--- config.mk ---
export PLATFORM = sky130hd
export DESIGN_NAME = reorder_buffer
export DESIGN_NICKNAME = d
export VERILOG_FILES = /design/src/rtl/reorder_buffer.sv
export SDC_FILE = /design/constraint.sdc
export NUM_CORES = 2
export LEC_CHECK = 0
export CAP_MARGIN = 10
export CORE_MARGIN = 2
export CORE_UTILIZATION = 40
export DETAILED_ROUTE_END_ITERATION = 12
export GPL_TIMING_DRIVEN = 0
export PLACE_DENSITY = 0.63
export RECOVER_POWER = 50
export REMOVE_ABC_BUFFERS = 1
export SETUP_SLACK_MARGIN = 0.3
export SYNTH_ARGS = -nofsm -noshare
export SYNTH_HDL_FRONTEND = slang
export SYNTH_MEMORY_MAX_BITS = 65536
export SYNTH_SLANG_ARGS = --single-unit
--- constraint.sdc ---
create_clock -name clk -period 7.76 [get_ports clk]
set_input_delay 0.776 -clock clk [delete_from_list [all_inputs] [get_ports clk]]
set_output_delay 0.776 -clock clk [all_outputs]
set_load 0.005 [all_outputs]
--- src/rtl/reorder_buffer.sv ---
// Circular reorder buffer: allocates tags at dispatch, collects CDB results, retires in program order.
// Optional operand bypass from completed entries and the live CDB is enabled by defining ROB_BYPASS_EN.
module reorder_buffer #(
   parameter int ENTRIES = 64
) (
   input  logic        clk,
   input  logic        reset,
   input  logic        dc_valid,
   input  logic [5:0]  dc_rd,
   output logic [5:0]  rob_free_entry,
   output logic        rob_full,
   input  logic        cdb_valid,
   input  logic [5:0]  cdb_tag,
   input  logic [31:0] cdb_data,
   input  logic        cdb_mispred,
   input  logic [31:0] cdb_target,
   input  logic [5:0]  lookup_tag1,
   input  logic [5:0]  lookup_tag2,
   output logic [32:0] lookup_data1,
   output logic [32:0] lookup_data2,
   output logic        we,
   output logic [5:0]  write_reg,
   output logic [5:0]  write_tag,
   output logic [31:0] write_data,
   output logic        mispred,
   output logic [31:0] redirect_pc
);

   localparam int AW = (ENTRIES > 1) ? $clog2(ENTRIES) : 1;

   logic [AW-1:0]      head;
   logic [AW-1:0]      tail;
   logic [6:0]         count;
   logic [ENTRIES-1:0] valid;
   logic [ENTRIES-1:0] done;
   logic [ENTRIES-1:0] mp;
   logic [5:0]         rd_mem     [ENTRIES];
   logic [31:0]        data_mem   [ENTRIES];
   logic [31:0]        target_mem [ENTRIES];

   logic          dispatch;
   logic          cdb_hit;
   logic          commit;
   logic          flush;
   logic [AW-1:0] cdb_idx;

   assign cdb_idx        = cdb_tag[AW-1:0];
   assign rob_full       = (count == 7'(ENTRIES));
   assign rob_free_entry = 6'(tail);
   assign dispatch       = dc_valid && !rob_full;
   // Tags with bits above the pointer width never name a real entry.
   assign cdb_hit        = cdb_valid && ((cdb_tag >> AW) == 6'd0) && valid[cdb_idx];
   assign commit         = (count != 7'd0) && done[head];
   assign flush          = commit && mp[head];

   always_comb begin
      we          = 1'b0;
      write_reg   = 6'd0;
      write_tag   = 6'd0;
      write_data  = 32'd0;
      mispred     = 1'b0;
      redirect_pc = 32'd0;
      if (commit) begin
         we         = 1'b1;
         write_reg  = rd_mem[head];
         write_tag  = 6'(head);
         write_data = data_mem[head];
         if (flush) begin
            mispred     = 1'b1;
            redirect_pc = target_mem[head];
         end
      end
   end

   always_ff @(posedge clk) begin
      if (reset || flush) begin
         head  <= '0;
         tail  <= '0;
         count <= 7'd0;
         valid <= '0;
         done  <= '0;
         mp    <= '0;
      end else begin
         if (dispatch) begin
            valid[tail] <= 1'b1;
            done[tail]  <= 1'b0;
            mp[tail]    <= 1'b0;
            tail        <= tail + AW'(1);
         end
         if (cdb_hit) begin
            done[cdb_idx] <= 1'b1;
            mp[cdb_idx]   <= cdb_mispred;
         end
         if (commit) begin
            valid[head] <= 1'b0;
            done[head]  <= 1'b0;
            mp[head]    <= 1'b0;
            head        <= head + AW'(1);
         end
         case ({dispatch, commit})
            2'b10:   count <= count + 7'd1;
            2'b01:   count <= count - 7'd1;
            default: count <= count;
         endcase
      end
   end

   // NOTE: payload arrays carry no reset; valid/done gate every read, so stale contents are harmless.
   always_ff @(posedge clk) begin
      if (dispatch) rd_mem[tail] <= dc_rd;
      if (cdb_hit) begin
         data_mem[cdb_idx]   <= cdb_data;
         target_mem[cdb_idx] <= cdb_target;
      end
   end

`ifdef ROB_BYPASS_EN
   function automatic logic [32:0] lookup(input logic [5:0] t);
      logic [AW-1:0] i;
      i = t[AW-1:0];
      if (cdb_valid && cdb_tag == t) return {1'b0, cdb_data};
      if (((t >> AW) == 6'd0) && valid[i] && done[i]) return {1'b0, data_mem[i]};
      return {1'b1, 32'd0};
   endfunction

   assign lookup_data1 = lookup(lookup_tag1);
   assign lookup_data2 = lookup(lookup_tag2);
`else
   logic unused_lookup;
   assign unused_lookup = ^{lookup_tag1, lookup_tag2};
   assign lookup_data1  = {1'b1, 32'd0};
   assign lookup_data2  = {1'b1, 32'd0};
`endif

endmodule

==> out/summary.md <==
The transition time at the pin with the least slew margin was 2488 ps. The tools report the TritonCTS buffer count as 444. The tools report the remaining design rule violation count as 0.

In the routed layout, each cell is associated on average with a via count of 6.062. The clock insertion delay at the later pin of the skew report is 1000 ps, and the count of endpoints failing setup in the final report is 0. The fraction of the cycle the final worst path needs was 0.9026; the share of power burned in combinational logic was 0.011.

For this run the aggregate overflow at the end of global routing stands at 0. TritonCTS built the clock tree. Max-cap violations in this run came to 70. For the deepest level of the CTS H-tree, the log shows 5. The die width is 678.9 µm, and the count of cells resized by post-cts repair is 0. The clock share of power was 0.433; the count of pins over their slew limit was 4404. The sequential fraction of the synthesis area is 0.7623, and the arrival time at the worst endpoint is 6230 ps.

The power per cell area came out at 233.3 mW/mm². The share of total power consumed by net switching came out at 0.1990. The type of the worst setup path is flip-flop to output pin. Traced cell by cell, the critical path runs through buf_16 > buf_16 > buf_16 > buf_16 > buf_16 > buf_16 > buf_16 > mux4_2 > mux4_2 > mux4_2 > and2_1 > clkdlybuf4s50_1. The cell count after placement came out at 14320.

Smallest setup slack after layout: 756.0 ps. The tools report the cell-internal power as 40030 µW. For the via count of the first global-routing pass, the log shows 90640. The run gives 30 as the initial antenna violation count. Yosys printed 0 warnings. Across the VDD grid, the largest voltage drop is 0.0002132 V. The final weighted congestion of routability-driven global placement was 0.8723. The cell count after synthesis came out at 7863. The area fraction in compound gates after synthesis works out to 0.01865.

The fraction of registers with async set/reset is 0. Clock root buffer master: clkbuf_16. The met1 track demand over resource is 0.3059, and the share of final-layout standard cells stronger than drive strength 1 is 0.3385.

The run finished, with violations left. The main combinational cell family by area after synthesis was multiplexers. For the final routed database, the setup TNS stands at 0 ps. Between clock sinks in the finished design, the worst skew comes to 111.3 ps. After clock tree synthesis, the clock-pin slew on the worst setup and hold paths is 70 ps. The per-cell routed wire length came out at 32.90 µm. The detailed router placed 91970 vias in this run. The area fraction in and, or, nand and nor cells after synthesis came out at 0.01502. The tools report the placeable core region as 0.4531 mm². Dividing the synthesized area by the synthesized cell count gives 23.17 µm².

In this run the power spent charging and discharging nets is 9946 µW. For the sequential power share, the log shows 0.556. The synthesized netlist contains 74 unique library cells. In this run, post-CTS hold repair placed 0 buffers. In this run the remaining antenna-violating nets after routing total 0.

The checks that failed: capacitance limit, slew limit. Based on the critical path, the design can be clocked at up to 0.1428 GHz. met2 is the most crowded layer. The row count was 247. The smallest clock period supported by the final layout is computed as 7004 ps. The port buffer count is 165, and the minimum setup slack after placement is 1493 ps.

The tools report the initial standard-cell utilization of the core as 0.4021. After synthesis the cells add up to 0.1822 mm². Overall track demand over capacity in global routing: 0.2124. The met3 layer usage reported by global route was 0.03895. Setup repair after global routing left no endpoint under its margin. Compared with the post-synthesis result, the final layout area differs by 17.58%.

The hold violation total from the final report was 0; the clock sink count was 4697. The die boundary height is 678.9 µm, and the number of synthesized register bits is 4697. Count of routing violations after the opening detailed-route iteration: 14260. The placed wire-length estimate was 339000 µm; the xor-xnor portion of the synthesized cell area was 0.0007212. The worst setup path is captured at an output pin. Headroom to the max-slew limit: -0.6587. Library cell contributing the largest single delay on the critical path: dfxtp_4.

For this design the top-level I/O count stands at 244. The delay of the slowest cell on the worst path came out at 600 ps. The dominant register cell in the synthesized netlist was edfxtp_1. Type of the tightest min-delay check: input port to flip-flop.

The leakage power total was 0.06465 µW. The biggest fanout along the worst timing path came out at 41. The logs give 8 for the first-pass iteration count of the detailed router and 4 for the number of buffers on the longest clock path. The run gives 0.3285 as the met2 layer usage reported by global route.

The dominant cell type by count on the critical path is buf_16. In the final design database the tool counted 8892 nets. The number of standard cells in the layout, taps in and fillers out is 15170. The routed design has 499100 µm of wire.

At the worst endpoint, the required time is 6980 ps. Once the clock tree was built, the setup fixing pass inserted 0 buffers. The mux cell area share after synthesis is 0.1865. The tools report the critical path launch point type as a flip-flop. Yosys mapped a number of flops with a built-in enable equal to 4480. The die covers 0.4608 mm². Pin count of the biggest net entering global routing: 68.

The fraction of the mapped netlist area in adder cells was 0.0004121; the wire length of the first global-routing pass was 697900 µm.
==> stage by stage <==
step,cell area (µm²),hold slack (ps),power (µW),utilization
finish,214200,490.2,49970,0.4728
CTS,214300,211.4,50240,0.4730
floorplan,179700,459.2,28400,-
global route,214200,457.4,51280,0.4727
global placement,188900,480.1,28830,0.4169
detailed placement,199900,490.1,28850,0.4412
==> flip-flops by register name (all words and copies together) (netlist names), named ones only <==
| name | count |
|---|---|
| data_mem | 2048 |
| target_mem | 2048 |
| rd_mem | 384 |
| done | 64 |
| mp | 64 |
| valid | 64 |
| count | 7 |
| head | 6 |
| rob_free_entry | 6 |
==> cell usage after synthesis (7+ instances only) <==
| master | number | share of area |
|---|---|---|
| o21ai_0 | 20 | 0.00055 |
| inv_1 | 77 | 0.0016 |
| a211oi_1 | 115 | 0.0047 |
| buf_6 | 10 | 0.00062 |
| xnor2_1 | 7 | 0.00034 |
| nand3_1 | 19 | 0.00052 |
| buf_1 | 45 | 0.00093 |
| o22ai_1 | 8 | 0.00027 |
| nor3_1 | 81 | 0.0022 |
| dfxtp_1 | 217 | 0.024 |
| or3_1 | 11 | 0.00038 |
| xor2_1 | 8 | 0.00038 |
| nor2b_1 | 45 | 0.0015 |
| nor2_1 | 123 | 0.0025 |
| o311ai_0 | 56 | 0.0027 |
| clkbuf_1 | 318 | 0.0066 |
| nand2_1 | 102 | 0.0021 |
| nand2b_1 | 10 | 0.00034 |
| and2_1 | 44 | 0.0015 |
| buf_2 | 135 | 0.0037 |
| nand4_1 | 65 | 0.0022 |
| buf_4 | 69 | 0.0028 |
| mux2_2 | 19 | 0.0012 |
| a221oi_2 | 15 | 0.0012 |
| nand3b_1 | 7 | 0.00029 |
| mux4_2 | 1486 | 0.18 |
| mux2i_1 | 30 | 0.0016 |
| a32oi_1 | 60 | 0.0029 |
| and3_1 | 13 | 0.00045 |
| edfxtp_1 | 4480 | 0.74 |
| a221oi_1 | 57 | 0.0027 |
| a21oi_1 | 14 | 0.00038 |
==> placed cells by master (no fill, tap or decap), types with 30 or more instances in the layout <==
| cell type | n |
|---|---|
| o311ai_0 | 56 |
| mux2i_1 | 30 |
| clkbuf_1 | 154 |
| buf_6 | 598 |
| and2_1 | 44 |
| a211oi_1 | 115 |
| buf_4 | 68 |
| a221oi_1 | 57 |
| buf_16 | 83 |
| nor2b_1 | 45 |
| edfxtp_1 | 4480 |
| clkinv_1 | 115 |
| clkbuf_16 | 449 |
| mux4_2 | 1486 |
| nand4_1 | 65 |
| clkinv_2 | 95 |
| clkdlybuf4s50_1 | 92 |
| nor2_1 | 110 |
| conb_1 | 66 |
| buf_8 | 46 |
| nand2_1 | 102 |
| bufinv_16 | 47 |
| nor3_2 | 66 |
| dfxtp_1 | 208 |
| a32oi_1 | 60 |
| inv_1 | 73 |
==> worst paths after layout <==
| check | cells after the start | from | slack (ps) | end |
|---|---|---|---|---|
| max | 12 | flip-flop | 760 | write_data[5] |
| max reg2reg | 18 | head[1] | 1330 | count[6] |
| min | 3 | cdb_mispred | 490 | mp[20] |
| min reg2reg | 2 | valid[12] | 500 | valid[12] |
==> power by group through the flow <==
stage	combinational (µW)	clock (µW)	sequential, µW
after floorplan	101	0	28300
after global placement	481	0	28300
after detailed placement	543	0	28300
after CTS	542	21900	27800
after global routing	587	22900	27800
final	542	21600	27800
==> cell families (layout without fill, tap and decap cells) <==
logic type      after synthesis  after routing
xor+xnor                     15             15
compound gates              409            409
mux                        1535           1535
simple gates                542            542
fa+ha+maj                     6              6
flops                      4697           4697
buf+inv                     657           1906
other cells                   2             85
==> metal layers <==
layer,wire [µm],share of wire
met1,198100,0.40
met2,233100,0.47
met3,49620,0.099
met4,18250,0.037
met5,90,0.00018
==> critical path: cells and delay by family (launching register included) <==
kind | cells | cell delay [ps]
buffers and inverters | 8 | 2600
muxes | 3 | 1620
and+or+nand+nor | 1 | 210
DFF | 1 | 600
==> area by class of cell <==
class / instances / area, µm²
inverters: 79 / 319.1
multi-input cells: 2573 / 40990
clock inverters: 305 / 2915
clock buffers: 524 / 11520
well taps: 5976 / 7477
flip-flops and latches: 4697 / 138900
repair buffers: 998 / 12030
diodes: 19 / 47.55
fillers: 36120 / 238900
No activity file was read; power rests on OpenSTA's default activity.
